===== src/rtl/backprop_stack_sequencer.sv =====
// -----------------------------------------------------------------------------
// backprop_stack_sequencer
//
// Walks the backpropagation stack after a start pulse. The pass runs from the
// last layer down to the first, and through every row of each layer. Each
// cycle it emits one step of the packed control bundle that the backprop
// stack controller consumes.
//
// Step order per pass:
//    CLEAR, then for each layer (last first):
//    CAL x size, STORE, and PROP (PROP is skipped after layer 0).
//    The pass ends with DONE.
//
// Optional feature:
//    `BACKPROP_ABORT_EN  adds the abort input. When abort is high outside
//                        IDLE, the next state is DONE.
//
// Ports:
//    clk                        in   rising-edge clock
//    reset_n                    in   asynchronous active-low reset
//    start                      in   begin a pass (sampled only in IDLE)
//    step_ready                 in   grant for the strobe of the next cycle
//    abort                      in   only with BACKPROP_ABORT_EN
//    backprop_controll_bundle   out  registered bundle:
//                                    [99:68] current_layer
//                                    [67:36] dc_dw_layer
//                                    [35:4]  dc_dw_row
//                                    [3]     update_storage
//                                    [2]     update_dy_dy_old
//                                    [1]     cal_dc_dw
//                                    [0]     reset
//    busy                       out  pass in progress (any state but IDLE)
//    done                       out  one-cycle pulse at the end of a pass
// -----------------------------------------------------------------------------
module backprop_stack_sequencer #(
   parameter logic [31:0] size                   = 32'd3,
   parameter logic [31:0] layer_count            = 32'd3,
   parameter int unsigned backprop_controll_size = 32'd32 * 32'd3 + 32'd4
) (
   input  logic                              clk,
   input  logic                              reset_n,
   input  logic                              start,
   input  logic                              step_ready,
`ifdef BACKPROP_ABORT_EN
   input  logic                              abort,
`endif
   output logic [backprop_controll_size-1:0] backprop_controll_bundle,
   output logic                              busy,
   output logic                              done
);

   typedef enum logic [2:0] {
      ST_IDLE  = 3'd0,
      ST_CLEAR = 3'd1,
      ST_CAL   = 3'd2,
      ST_STORE = 3'd3,
      ST_PROP  = 3'd4,
      ST_DONE  = 3'd5
   } state_t;

   state_t      state_q, state_d, state_walk_s;
   logic [31:0] layer_q, layer_d;
   logic [31:0] row_q, row_d;
   // High when the strobe of the current step is shown on the bundle.
   logic        emit_q, emit_d;
   logic        abort_s;

   logic [backprop_controll_size-1:0] bundle_q, bundle_d;
   logic        busy_q, busy_d;
   logic        done_q, done_d;

   logic [31:0] cur_layer_s, dc_layer_s, dc_row_s;
   logic [3:0]  strobe_s;

`ifdef BACKPROP_ABORT_EN
   assign abort_s = abort;
`else
   assign abort_s = 1'b0;
`endif

   // Walk state and counters.
   // step_ready sampled on an edge grants the strobe for the following cycle.
   // A step whose strobe was shown has been taken, so it always advances.
   // A stalled step stays pending until it is granted.
   always_comb begin
      state_walk_s = state_q;
      layer_d      = layer_q;
      row_d        = row_q;
      case (state_q)
         ST_IDLE: begin
            if (start) begin
               state_walk_s = ST_CLEAR;
               layer_d      = layer_count - 32'd1;
               row_d        = 32'd0;
            end else begin
               state_walk_s = ST_IDLE;
            end
         end
         ST_CLEAR: begin
            if (emit_q) begin
               state_walk_s = ST_CAL;
            end else begin
               state_walk_s = ST_CLEAR;
            end
         end
         ST_CAL: begin
            if (emit_q) begin
               if (row_q == size - 32'd1) begin
                  row_d        = 32'd0;
                  state_walk_s = ST_STORE;
               end else begin
                  row_d        = row_q + 32'd1;
               end
            end else begin
               state_walk_s = ST_CAL;
            end
         end
         ST_STORE: begin
            if (emit_q) begin
               if (layer_q == 32'd0) begin
                  state_walk_s = ST_DONE;
               end else begin
                  state_walk_s = ST_PROP;
               end
            end else begin
               state_walk_s = ST_STORE;
            end
         end
         ST_PROP: begin
            // PROP is entered only from a STORE with layer > 0.
            if (emit_q) begin
               layer_d      = layer_q - 32'd1;
               state_walk_s = ST_CAL;
            end else begin
               state_walk_s = ST_PROP;
            end
         end
         ST_DONE: begin
            state_walk_s = ST_IDLE;
         end
         default: begin
            state_walk_s = ST_IDLE;
            layer_d      = 32'd0;
            row_d        = 32'd0;
         end
      endcase
   end

   // Final next state: abort overrides the walk and the step_ready grant.
   always_comb begin
      state_d = state_walk_s;
      emit_d  = 1'b0;
      if (abort_s && (state_q != ST_IDLE) && (state_q != ST_DONE)) begin
         state_d = ST_DONE;
      end else begin
         state_d = state_walk_s;
      end
      case (state_d)
         ST_CLEAR, ST_CAL, ST_STORE, ST_PROP: emit_d = step_ready;
         default:                             emit_d = 1'b0;
      endcase
   end

   // Bundle fields and strobe for the step that becomes current on the next edge.
   always_comb begin
      cur_layer_s = 32'd0;
      dc_layer_s  = 32'd0;
      dc_row_s    = 32'd0;
      strobe_s    = 4'b0000;
      case (state_d)
         ST_CLEAR: begin
            strobe_s = 4'b0001;
         end
         ST_CAL: begin
            cur_layer_s = layer_d;
            dc_layer_s  = layer_d;
            dc_row_s    = row_d;
            strobe_s    = 4'b0010;
         end
         ST_STORE: begin
            cur_layer_s = layer_d;
            dc_layer_s  = layer_d;
            strobe_s    = 4'b1000;
         end
         ST_PROP: begin
            if (layer_d != 32'd0) begin
               cur_layer_s = layer_d - 32'd1;
            end else begin
               cur_layer_s = 32'd0;
            end
            dc_layer_s = layer_d;
            strobe_s   = 4'b0100;
         end
         default: begin
            strobe_s = 4'b0000;
         end
      endcase
      // A stall keeps the fields of the pending step but shows no strobe.
      bundle_d = {cur_layer_s, dc_layer_s, dc_row_s,
                  (emit_d ? strobe_s : 4'b0000)};
      busy_d   = (state_d != ST_IDLE);
      done_d   = (state_d == ST_DONE);
   end

   // State, counters and registered outputs.
   always_ff @(posedge clk or negedge reset_n) begin
      if (!reset_n) begin
         state_q  <= ST_IDLE;
         layer_q  <= 32'd0;
         row_q    <= 32'd0;
         emit_q   <= 1'b0;
         bundle_q <= '0;
         busy_q   <= 1'b0;
         done_q   <= 1'b0;
      end else begin
         state_q  <= state_d;
         layer_q  <= layer_d;
         row_q    <= row_d;
         emit_q   <= emit_d;
         bundle_q <= bundle_d;
         busy_q   <= busy_d;
         done_q   <= done_d;
      end
   end

   assign backprop_controll_bundle = bundle_q;
   assign busy                     = busy_q;
   assign done                     = done_q;

endmodule


===== config.mk =====
export PLATFORM = sky130hd
export DESIGN_NAME = backprop_stack_sequencer
export DESIGN_NICKNAME = d
export VERILOG_FILES = /design/src/rtl/backprop_stack_sequencer.sv
export SDC_FILE = /design/constraint.sdc
export NUM_CORES = 1
export LEC_CHECK = 0
export CAP_MARGIN = 20
export CORE_ASPECT_RATIO = 0.7
export CORE_MARGIN = 4
export CORE_UTILIZATION = 52
export DETAILED_ROUTE_END_ITERATION = 16
export GPL_TIMING_DRIVEN = 1
export PLACE_DENSITY = 0.76
export REMOVE_ABC_BUFFERS = 1
export SYNTH_ARGS = -nofsm -noshare
export SYNTH_HDL_FRONTEND = slang
export SYNTH_SLANG_ARGS = --single-unit

===== constraint.sdc =====
create_clock -name clk -period 7.7 [get_ports clk]
set_input_delay 1.925 -clock clk [delete_from_list [all_inputs] [get_ports clk]]
set_output_delay 1.925 -clock clk [all_outputs]
set_load 0.01 [all_outputs]

==> results.md <==
- Combinational Power Share: 48.1%
- Critical path launch point type: primary input
- Crit path capture type: register
- R2r startpoint: emit_q
- Row count: 38
- Post-cts sizing count: 0
- Worst slew pin tran: 0.909 ns
- P_leak: 4.48 nW
- Top FF cell, synth: dfrtp_1
- Largest net degree at the start of global routing: 93
- Largest cells by area after synthesis: dfrtp_1 52%, o21ai_0 4.1%, nor2_1 3.2%
- Clk buf depth: 2
- Gr usage total: 24.3%
- WP data arrival: 6.19 ns
- Hold_sp: row_q[2]
- Ys async rst share: 100%
- Post-synth top cells: 170 x dfrtp_1, 69 x nor2_1, 68 x o21ai_0, 65 x nand2_1, 45 x a21oi_1
- Power Total: 0.00374 W
- Worst IR Drop VDD: 0.221 mV
- CTS Root Buffer Type: clkbuf_16
- Max_cap viols: 0
- Slew headroom: 38.8%
- Ys Warns: 0
- H-tree lvl count: 4
- Syn Area/Cell: 9.54 um^2
- Avg WL per Cell: 18.3 um
- Final Util: 64.4%
- First-pass GRT wire length: 34700 um
- Number of placed I/O pins: 106
- Fin crit share: 76.6%
- Number of global-route vias before repair: 6508
- Starting Density: 53.0%
- Crit path max fanout: 22
- Remaining DRCs: 0
- Min cycle time layout: 5.89 ns
- Core area: 0.0155 mm^2
- Top cell type's share of synthesized area: 51.8%
- NumNets Final: 962
- Most frequent cell after synthesis: dfrtp_1
- # clock sinks: 170
- Sw frac: 44.9%
- Post-route ant nets: 0
- Final setup fails: 0
- Number of synthesized register bits: 170
- Worst Setup SP: start
- Setup Skew: 0.00669 ns
- RSZ-0062 raised after global routing: false
- Setup TNS: 0 ns
- Fin area: 0.00998 mm^2
- Gpl congestion: 0.894
- Die footprint: 0.0179 mm^2
- Placed Area: 0.00943 mm^2
- DRT iter0 DRCs: 689
- CTS tree: done
- Count of input and output buffers: 105
- Final hold vios: 0
- Avg Vias per Cell: 6.05
- Fraction of layout cells with a size suffix above 1: 9.11%
- CTS clock-pin slew for the worst setup and hold paths: 0.06 ns
- Hold buffer count at cts: 0
- P per Cell Area: 375 mW/mm^2
- Initial antenna violation count: 0
- Sequential area share after synthesis: 51.8%
- Setup bufs post-CTS: 0
- Outcome: finished, final reports clean
- Clock power frac: 20.8%
- Post-synth EDFFs: 0
- Die Width: 158 um
- Final HPWL DP: 14000 um
- Global route overflow: 0
- Vias post-DR: 7050
- Layout area overhead: 21.6%
- CP Data Required Time: 7.99 ns
- Die Y: 113 um
- Internal power: 0.00206 W
- Max Slew Vio Count: 0
- Final antenna diode count: 0
- Cts bufs inserted: 17
- Area leader, netlist: dfrtp_1
- Cell variety after synth: 77
- Routed WL: 21300 um
- Worst-Skew Late Latency: 0.43 ns
- Syn Inst Count: 861
- Length of the first detailed-routing pass in iterations: 8
- WS Path Type: in2reg
- Mapped cell area: 0.00821 mm^2
- Sw Pwr: 0.00168 W
- Reg power frac: 31.1%
- Hold crit path type: reg2reg
- Peak Freq: 0.170 GHz
-- layout make-up --
type                    count  area, um^2
flip-flops and latches    170        4250
fillers                  1275        5520
clock buffers              18         429
clock inverters            14        98.8
well taps                 200         250
repair buffers            118        1180
inverters                  33         124
multi-input cells         613        3650
-- per-layer routing --
layer,global-route usage (%),part of all wire (%)
met1,40.1,48
met2,32.2,42
met3,6.04,8.6
met4,5.00,1.1
met5,0,0
-- through the flow --
step,cells,hold slack [ns],worst slack (ns)
floorplan,816,0.481,2.41
global placement,1132,0.544,1.56
detailed placement,1133,0.540,1.47
CTS,1165,0.567,1.91
global route,1166,0.603,1.61
finish,1166,0.579,1.81
-- flip-flops by register name, indices dropped and copies added (netlist names) --
name	cells
backprop_controll_bundle	100
busy	1
row_q	32
done	1
state_q	3
emit_q	1
layer_q	32
-- power groups by stage --
| stage | Clock (W) | Combinational, W | Sequential [W] |
|---|---|---|---|
| floorplan | 0 | 0.00105 | 0.00119 |
| global placement | 0 | 0.00172 | 0.00118 |
| detailed placement | 0 | 0.00176 | 0.00117 |
| CTS | 0.000791 | 0.00177 | 0.00116 |
| global route | 0.000836 | 0.00196 | 0.00119 |
| finish | 0.000777 | 0.00180 | 0.00116 |
-- final timing paths --
| kind | to | slack (ns) | cells past startpoint |
|---|---|---|---|
| setup / recovery | backprop_controll_bundle[97] | 1.81 | 13 |
| min in group asynchronous | backprop_controll_bundle[20] | 1.55 | 1 |
| hold reg to reg | row_q[2] | 0.58 | 1 |
| setup reg to reg | backprop_controll_bundle[97] | 2.38 | 11 |
| hold / removal | row_q[2] | 0.58 | 1 |
| max in group asynchronous | row_q[16] | 4.94 | 3 |
-- cell usage in the layout (no fill, tap or decap), types with 6 or more instances in the layout --
| cell type | count |
|---|---|
| a21oi_1 | 44 |
| a21oi_2 | 9 |
| a31oi_1 | 24 |
| and2_1 | 15 |
| and3_1 | 12 |
| buf_4 | 11 |
| clkbuf_16 | 17 |
| clkdlybuf4s50_1 | 104 |
| dfrtp_1 | 170 |
| inv_1 | 31 |
| nand2_1 | 65 |
| nand2b_1 | 6 |
| nand3_1 | 30 |
| nand4_1 | 19 |
| nor2_1 | 69 |
| nor2b_1 | 38 |
| nor3_1 | 22 |
| nor4_1 | 28 |
| o21a_1 | 8 |
| o21ai_0 | 68 |
| o21ai_1 | 14 |
| o31ai_1 | 11 |
| or2_2 | 11 |
| or3_1 | 16 |
| or4_1 | 8 |
-- critical path, stage by stage --
cell and delay [ns]:
clkdlybuf4s50_1 0.48, nor2b_1 0.32, o21a_1 0.65, a31o_2 0.31, inv_2 0.06, or3_1 0.32, or4_1 0.42, or4b_4 0.59
nor4_4 0.32, a21oi_4 0.24, buf_4 0.29, a21oi_1 0.16, o21ai_0 0.10
-- cell families after synthesis --
group,Yosys count,share of synthesized area [%]
flops,170,51.8
fa+ha+maj,5,0.762
compound gates,233,18.1
xor+xnor,2,0.213
mux,3,0.381
buf+inv,78,4.04
simple gates,370,24.7
Note: power is estimated with default switching activity, not from simulation.
